## config.mk

```make
export PLATFORM = sky130hd
export DESIGN_NAME = riscv_bus_master
export DESIGN_NICKNAME = d
export VERILOG_FILES = /design/src/rtl/riscv_bus_master.sv
export SDC_FILE = /design/constraint.sdc
export NUM_CORES = 1
export LEC_CHECK = 0
export BUFFER_PORTS_ARGS = -buffer_cell sky130_fd_sc_hd__buf_2
export CAP_MARGIN = 20
export CORE_AREA = 2 2 102 104
export CTS_CLUSTER_DIAMETER = 60
export DETAILED_ROUTE_END_ITERATION = 8
export DIE_AREA = 0 0 104 106
export PLACE_DENSITY = 0.84
export SETUP_SLACK_MARGIN = 0.1
export SLEW_MARGIN = 20
export SYNTH_ARGS = -nofsm -noshare
export SYNTH_HDL_FRONTEND = slang
export SYNTH_SLANG_ARGS = --single-unit
```

## constraint.sdc

```tcl
create_clock -name clk_i -period 5.8 [get_ports clk_i]
set_input_delay 0.29 -clock clk_i [delete_from_list [all_inputs] [get_ports clk_i]]
set_output_delay 0.29 -clock clk_i [all_outputs]
set_load 0.005 [all_outputs]
```

## src/rtl/riscv_bus_master.sv

```systemverilog
// Core load/store port to AHB-Lite single-transfer master.
// Handles sizing, lane steering, load extension, wait states, bus errors, timeout and misalignment.
module riscv_bus_master #(
    parameter int unsigned ADDR_W  = 32,
    parameter int unsigned DATA_W  = 32,
    parameter int unsigned TIMEOUT = 16
) (
    input  logic              clk_i,
    input  logic              rst_ni,
    input  logic              req_valid_i,
    output logic              req_ready_o,
    input  logic              req_write_i,
    input  logic [1:0]        req_size_i,
    input  logic              req_unsigned_i,
    input  logic [ADDR_W-1:0] req_addr_i,
    input  logic [DATA_W-1:0] req_wdata_i,
    output logic              rsp_valid_o,
    output logic [DATA_W-1:0] rsp_rdata_o,
    output logic              rsp_err_o,
    output logic [ADDR_W-1:0] haddr_o,
    output logic [1:0]        htrans_o,
    output logic              hwrite_o,
    output logic [2:0]        hsize_o,
    output logic [DATA_W-1:0] hwdata_o,
    input  logic [DATA_W-1:0] hrdata_i,
    input  logic              hready_i,
    input  logic              hresp_i
);

    localparam int unsigned LANES = DATA_W / 8;
    localparam int unsigned LB    = $clog2(LANES);
    localparam int unsigned CNT_W = (TIMEOUT > 0) ? $clog2(TIMEOUT + 1) : 1;

    localparam logic [CNT_W-1:0] TO_LIMIT = CNT_W'(TIMEOUT);
    localparam logic [CNT_W-1:0] TO_LAST  = CNT_W'((TIMEOUT > 0) ? (TIMEOUT - 1) : 0);
    localparam logic             TO_EN    = (TIMEOUT != 0);

    localparam logic [1:0] S_IDLE  = 2'd0;
    localparam logic [1:0] S_ADDR  = 2'd1;
    localparam logic [1:0] S_DATA  = 2'd2;
    localparam logic [1:0] S_FAULT = 2'd3;

    localparam logic [1:0] HT_IDLE   = 2'b00;
    localparam logic [1:0] HT_NONSEQ = 2'b10;

    logic [1:0]        state_q, state_d;
    logic [ADDR_W-1:0] haddr_q, haddr_d;
    logic [1:0]        htrans_q, htrans_d;
    logic              hwrite_q, hwrite_d;
    logic [2:0]        hsize_q, hsize_d;
    logic [DATA_W-1:0] hwdata_q, hwdata_d;
    logic              rsp_valid_q, rsp_valid_d;
    logic [DATA_W-1:0] rsp_rdata_q, rsp_rdata_d;
    logic              rsp_err_q, rsp_err_d;
    logic [CNT_W-1:0]  cnt_q, cnt_d;
    logic              unsigned_q, unsigned_d;

    logic              req_legal;
    logic [DATA_W-1:0] wdata_rep;
    logic [DATA_W-1:0] rd_shift;
    logic [DATA_W-1:0] rd_keep;
    logic              rd_sign;
    logic [DATA_W-1:0] load_data;
    logic              timed_out;

    assign req_ready_o = (state_q == S_IDLE);
    assign rsp_valid_o = rsp_valid_q;
    assign rsp_rdata_o = rsp_rdata_q;
    assign rsp_err_o   = rsp_err_q;
    assign haddr_o     = haddr_q;
    assign htrans_o    = htrans_q;
    assign hwrite_o    = hwrite_q;
    assign hsize_o     = hsize_q;
    assign hwdata_o    = hwdata_q;

    // Alignment / legality of the incoming request and store-lane replication
    always_comb begin
        case (req_size_i)
            2'd0:    req_legal = 1'b1;
            2'd1:    req_legal = ~req_addr_i[0];
            2'd2:    req_legal = (req_addr_i[1:0] == 2'b00);
            default: req_legal = (DATA_W == 64) && (req_addr_i[2:0] == 3'b000);
        endcase
        case (req_size_i)
            2'd0:    wdata_rep = {LANES{req_wdata_i[7:0]}};
            2'd1:    wdata_rep = {(LANES / 2){req_wdata_i[15:0]}};
            2'd2:    wdata_rep = {(LANES / 4){req_wdata_i[31:0]}};
            default: wdata_rep = req_wdata_i;
        endcase
    end

    // Load steering: shift the addressed lane down, then sign- or zero-extend
    always_comb begin
        rd_shift = hrdata_i >> {haddr_q[LB-1:0], 3'b000};
        case (hsize_q[1:0])
            2'd0: begin
                rd_keep = DATA_W'({8{1'b1}});
                rd_sign = rd_shift[7];
            end
            2'd1: begin
                rd_keep = DATA_W'({16{1'b1}});
                rd_sign = rd_shift[15];
            end
            2'd2: begin
                rd_keep = DATA_W'({32{1'b1}});
                rd_sign = rd_shift[31];
            end
            default: begin
                rd_keep = '1;
                rd_sign = rd_shift[DATA_W-1];
            end
        endcase
        load_data = (rd_shift & rd_keep) | ((rd_sign && !unsigned_q) ? ~rd_keep : '0);
    end

    assign timed_out = TO_EN && (cnt_q == TO_LIMIT);

    always_comb begin
        state_d     = state_q;
        haddr_d     = haddr_q;
        htrans_d    = htrans_q;
        hwrite_d    = hwrite_q;
        hsize_d     = hsize_q;
        hwdata_d    = hwdata_q;
        cnt_d       = cnt_q;
        unsigned_d  = unsigned_q;
        rsp_valid_d = 1'b0;
        rsp_rdata_d = '0;
        rsp_err_d   = 1'b0;

        case (state_q)
            S_IDLE: begin
                if (req_valid_i) begin
                    cnt_d      = '0;
                    unsigned_d = req_unsigned_i;
                    if (req_legal) begin
                        state_d  = S_ADDR;
                        htrans_d = HT_NONSEQ;
                        haddr_d  = req_addr_i;
                        hwrite_d = req_write_i;
                        hsize_d  = {1'b0, req_size_i};
                        if (req_write_i) begin
                            hwdata_d = wdata_rep;
                        end
                    end else begin
                        state_d = S_FAULT;
                    end
                end
            end
            S_ADDR, S_DATA: begin
                if (timed_out) begin
                    state_d     = S_IDLE;
                    htrans_d    = HT_IDLE;
                    cnt_d       = '0;
                    rsp_valid_d = 1'b1;
                    rsp_err_d   = 1'b1;
                end else if (hready_i) begin
                    cnt_d    = '0;
                    htrans_d = HT_IDLE;
                    if (state_q == S_ADDR) begin
                        state_d = S_DATA;
                    end else begin
                        state_d     = S_IDLE;
                        rsp_valid_d = 1'b1;
                        rsp_err_d   = hresp_i;
                        if (!hresp_i && !hwrite_q) begin
                            rsp_rdata_d = load_data;
                        end
                    end
                end else if (TO_EN) begin
                    cnt_d = cnt_q + CNT_W'(1);
                    // Drop NONSEQ together with the count reaching its limit
                    if (cnt_q == TO_LAST) begin
                        htrans_d = HT_IDLE;
                    end
                end
            end
            default: begin
                state_d     = S_IDLE;
                rsp_valid_d = 1'b1;
                rsp_err_d   = 1'b1;
            end
        endcase
    end

    always_ff @(posedge clk_i or negedge rst_ni) begin
        if (!rst_ni) begin
            state_q     <= S_IDLE;
            haddr_q     <= '0;
            htrans_q    <= HT_IDLE;
            hwrite_q    <= 1'b0;
            hsize_q     <= '0;
            hwdata_q    <= '0;
            cnt_q       <= '0;
            unsigned_q  <= 1'b0;
            rsp_valid_q <= 1'b0;
            rsp_rdata_q <= '0;
            rsp_err_q   <= 1'b0;
        end else begin
            state_q     <= state_d;
            haddr_q     <= haddr_d;
            htrans_q    <= htrans_d;
            hwrite_q    <= hwrite_d;
            hsize_q     <= hsize_d;
            hwdata_q    <= hwdata_d;
            cnt_q       <= cnt_d;
            unsigned_q  <= unsigned_d;
            rsp_valid_q <= rsp_valid_d;
            rsp_rdata_q <= rsp_rdata_d;
            rsp_err_q   <= rsp_err_d;
        end
    end

endmodule

```

==> impl_metrics.env <==
export IMPL_synth_top_family_by_area="multiplexers"
export IMPL_grt_pass1_vias=4060
export IMPL_swShare_pct=34.0
export IMPL_intPower_uw=1920
export IMPL_overflow=0
export IMPL_synth_fa_ha_area_share_pct=1.50
export IMPL_cts_path_max_buffers=2
export IMPL_cts_sinks=110
export IMPL_tightest_slew_ps=1000
export IMPL_htree_levels=3
export IMPL_cts_clk_slew_worst_paths_ps=110
export IMPL_ys_seq_elements=110
export IMPL_holdPathEnd="haddr_o[18]"
export IMPL_synth_cell_types=43
export IMPL_grt_setup_unrepaired="no"
export IMPL_syn2layout_area_growth_pct=27.5
export IMPL_core_um2=10000
export IMPL_yosysMostFrequentCell="dfrtp_1"
export IMPL_critPathMaxFanout=28
export IMPL_netlist_area_um2=5000
export IMPL_diodes=0
export IMPL_setup_violations=0
export IMPL_ant_nets=0
export IMPL_synth_top_area_share_pct=55.1
export IMPL_synth_cells=432
export IMPL_grt_util_met3_pct=6.13
export IMPL_place_gp_congestion=0.900
export IMPL_worst_hold_path_num_cells=2
export IMPL_finalCritPeriodShare_pct=44.4
export IMPL_met2_usage_pct=41.4
export IMPL_first_iter_violations=217
export IMPL_switchingPower_uw=989
export IMPL_yosysWarnings=0
export IMPL_synth_xor_area_share_pct=0
export IMPL_drv_slew=0
export IMPL_synth_ff_type="dfrtp_1"
export IMPL_vias=4027
export IMPL_die_w_um=104
export IMPL_globalRouteTotalUtil_pct=22.9
export IMPL_cts_resized=0
export IMPL_antenna_found_initial=0
export IMPL_r2r_cells=4
export IMPL_cts_tree="yes"
export IMPL_grt_start_max_net_pins=66
export IMPL_slowest_delay_ps=1020
export IMPL_slowest_stage="dfrtp_1"
export IMPL_cts_setup_buffers=0
export IMPL_min_path_type="primary input to flop"
export IMPL_numPortBuffers=207
export IMPL_first_pass_iters=4
export IMPL_netlist_top_cells_area="dfrtp_1 (55%), mux2_2 (12%), mux2i_1 (6.4%)"
export IMPL_synth_edf_count=0
export IMPL_cts_root_buf="clkbuf_8"
export IMPL_worst_setup_path_type="flop to flop"
export IMPL_clkPwrFrac_pct=20.4
export IMPL_hpwl_um=9480
export IMPL_pre_cts_slack_ps=3280
export IMPL_timing_rr_end="rsp_rdata_o[30]"
export IMPL_yosys_mux_area_fraction_pct=18.6
export IMPL_dieArea_um2=11000
export IMPL_setup_ws_ps=3230
export IMPL_via_per_inst=5.26
export IMPL_synth_top_cells_by_count="dfrtp_1 (110), mux2_2 (52), nand2_1 (45)"
export IMPL_rr_startpoint="haddr_o[1]"
export IMPL_gr_max_usage_layer="met2"
export IMPL_fin_total_pwr_uw=2900
export IMPL_rrSetupSlack_ps=3230
export IMPL_rows=37
export IMPL_end_kind="flop"
export IMPL_drive_gt1_share_pct=46.1
export IMPL_fin_skew_ps=12.3
export IMPL_avgSynthCellArea_um2=11.6
export IMPL_worstHoldStart="req_addr_i[18]"
export IMPL_finalHoldViolCount=0
export IMPL_routedWlPerCell_um=16.5
export IMPL_die_h_um=106
export IMPL_max_freq_mhz=389
export IMPL_drcViolationCount=0
export IMPL_p_seq_share_pct=43.2
export IMPL_async_flop_share_pct=100
export IMPL_cp_cell_sequence="mux4_2 -> and3b_4 -> a31oi_4 -> a21oi_1"
export IMPL_leakage_uw=0.00325
export IMPL_routed_wl_um=12600
export IMPL_nets=735
export IMPL_cp_arrival_ps=2770
export IMPL_yosysTopAreaCell="dfrtp_1"
export IMPL_status="completed"
export IMPL_fin_crit_ps=2570
export IMPL_grt_pass1_wl_um=20100
export IMPL_slew_headroom_pct=33.0
export IMPL_ir_drop_mv=0.206
export IMPL_drv_cap=0
export IMPL_cp_required_ps=6000
export IMPL_pwr_share_comb_pct=36.4
export IMPL_n_fill_cell=816
export IMPL_start_util_pct=50.0
export IMPL_synthSimpleGateAreaFrac_pct=9.64
export IMPL_synth_compound_area_share_pct=11.5
export IMPL_p_per_area_nw_per_um2=456
export IMPL_totalNegativeSetupSlack_ps=0
export IMPL_cp_start_kind="flop"
export IMPL_postCtsHoldBufs=1
export IMPL_use_met1_pct=27.1
export IMPL_ys_seq_area_share_pct=55.1
export IMPL_clock_latency_ps=360
export IMPL_io_pins=210
export IMPL_cts_buffers=9
-- how the worst max path moves through the flow --
stage               startpoint              end  slack [ps]  depth (start not counted)
floorplan             cnt_q[0]      htrans_o[1]        3920                          7
global placement    haddr_o[1]  rsp_rdata_o[26]        3380                          4
detailed placement  haddr_o[1]  rsp_rdata_o[19]        3280                          4
CTS                 haddr_o[1]  rsp_rdata_o[19]        3250                          4
global route        haddr_o[1]  rsp_rdata_o[29]        3070                          4
finish              haddr_o[1]  rsp_rdata_o[30]        3230                          4
-- metal layers --
metal  vias to the layer above  part of all wire [%]
li1                       1881                     -
met3                        16                   7.8
met4                         0                   1.4
met1                      1938                    38
met5                         -                     0
met2                       192                    52
-- power by group through the flow --
stage / sequential (uW) / clock [uW] / combinational, uW
floorplan: 1210 / 0 / 654
global placement: 1250 / 0 / 1020
detailed placement: 1260 / 0 / 1070
CTS: 1250 / 610 / 1070
global route: 1300 / 641 / 1160
finish: 1250 / 593 / 1060
-- critical path: cells and delay by family, from the launching register on --
kind	cells	cell delay (ps)
muxes	1	640
AOI/OAI and AO/OA	2	540
DFF	1	1020
and+or+nand+nor	1	210
-- kinds of logic (layout without fill, tap and decap cells) --
group	after synthesis	count (layout)
simple gates	103	103
flops	110	110
mux	85	85
compound gates	90	90
other cells	1	2
buf+inv	37	233
fa+ha+maj	6	6
-- registers in the layout (all words and copies together), names as in the netlist, 2 cells and up --
| signal | cells |
|---|---|
| cnt_q | 5 |
| hsize_o | 2 |
| hwdata_o | 32 |
| rsp_rdata_o | 32 |
| haddr_o | 32 |
| state_q | 2 |
-- placed cells by master (no fill, tap or decap), types with 2 or more instances in the layout --
cell type	count
o21ai_0	27
inv_1	7
a21oi_2	2
bufinv_16	4
dfrtp_1	109
o2bb2ai_1	2
nand2_1	45
ha_1	6
nand2b_1	5
mux2_2	52
o21ai_1	2
and3_1	2
conb_1	2
a211oi_1	21
mux2i_1	32
nor2b_1	12
a21oi_1	26
buf_2	206
buf_4	3
nor2_1	27
or3_1	3
clkbuf_8	9
-- through the flow --
step	hold slack (ps)	instance area, um^2	utilization [%]	cells
floorplan	-5.59	5000	-	433
global placement	313	6090	60.9	748
detailed placement	327	6090	60.9	748
CTS	136	6370	63.7	765
global route	132	6370	63.7	765
finish	154	6370	63.7	765
-- final cells by class --
type	instances	area (um^2)	share of cell area [%]
Clock buffer	9	124	1.94
Tap cell	136	170	2.67
Clock inverter	7	145	2.28
Timing Repair Buffer	210	1060	16.7
Multi-Input combinational cell	286	2090	32.8
Sequential cell	110	2750	43.2
Inverter	7	26.3	0.412
Note: power is estimated with default switching activity, not from simulation.
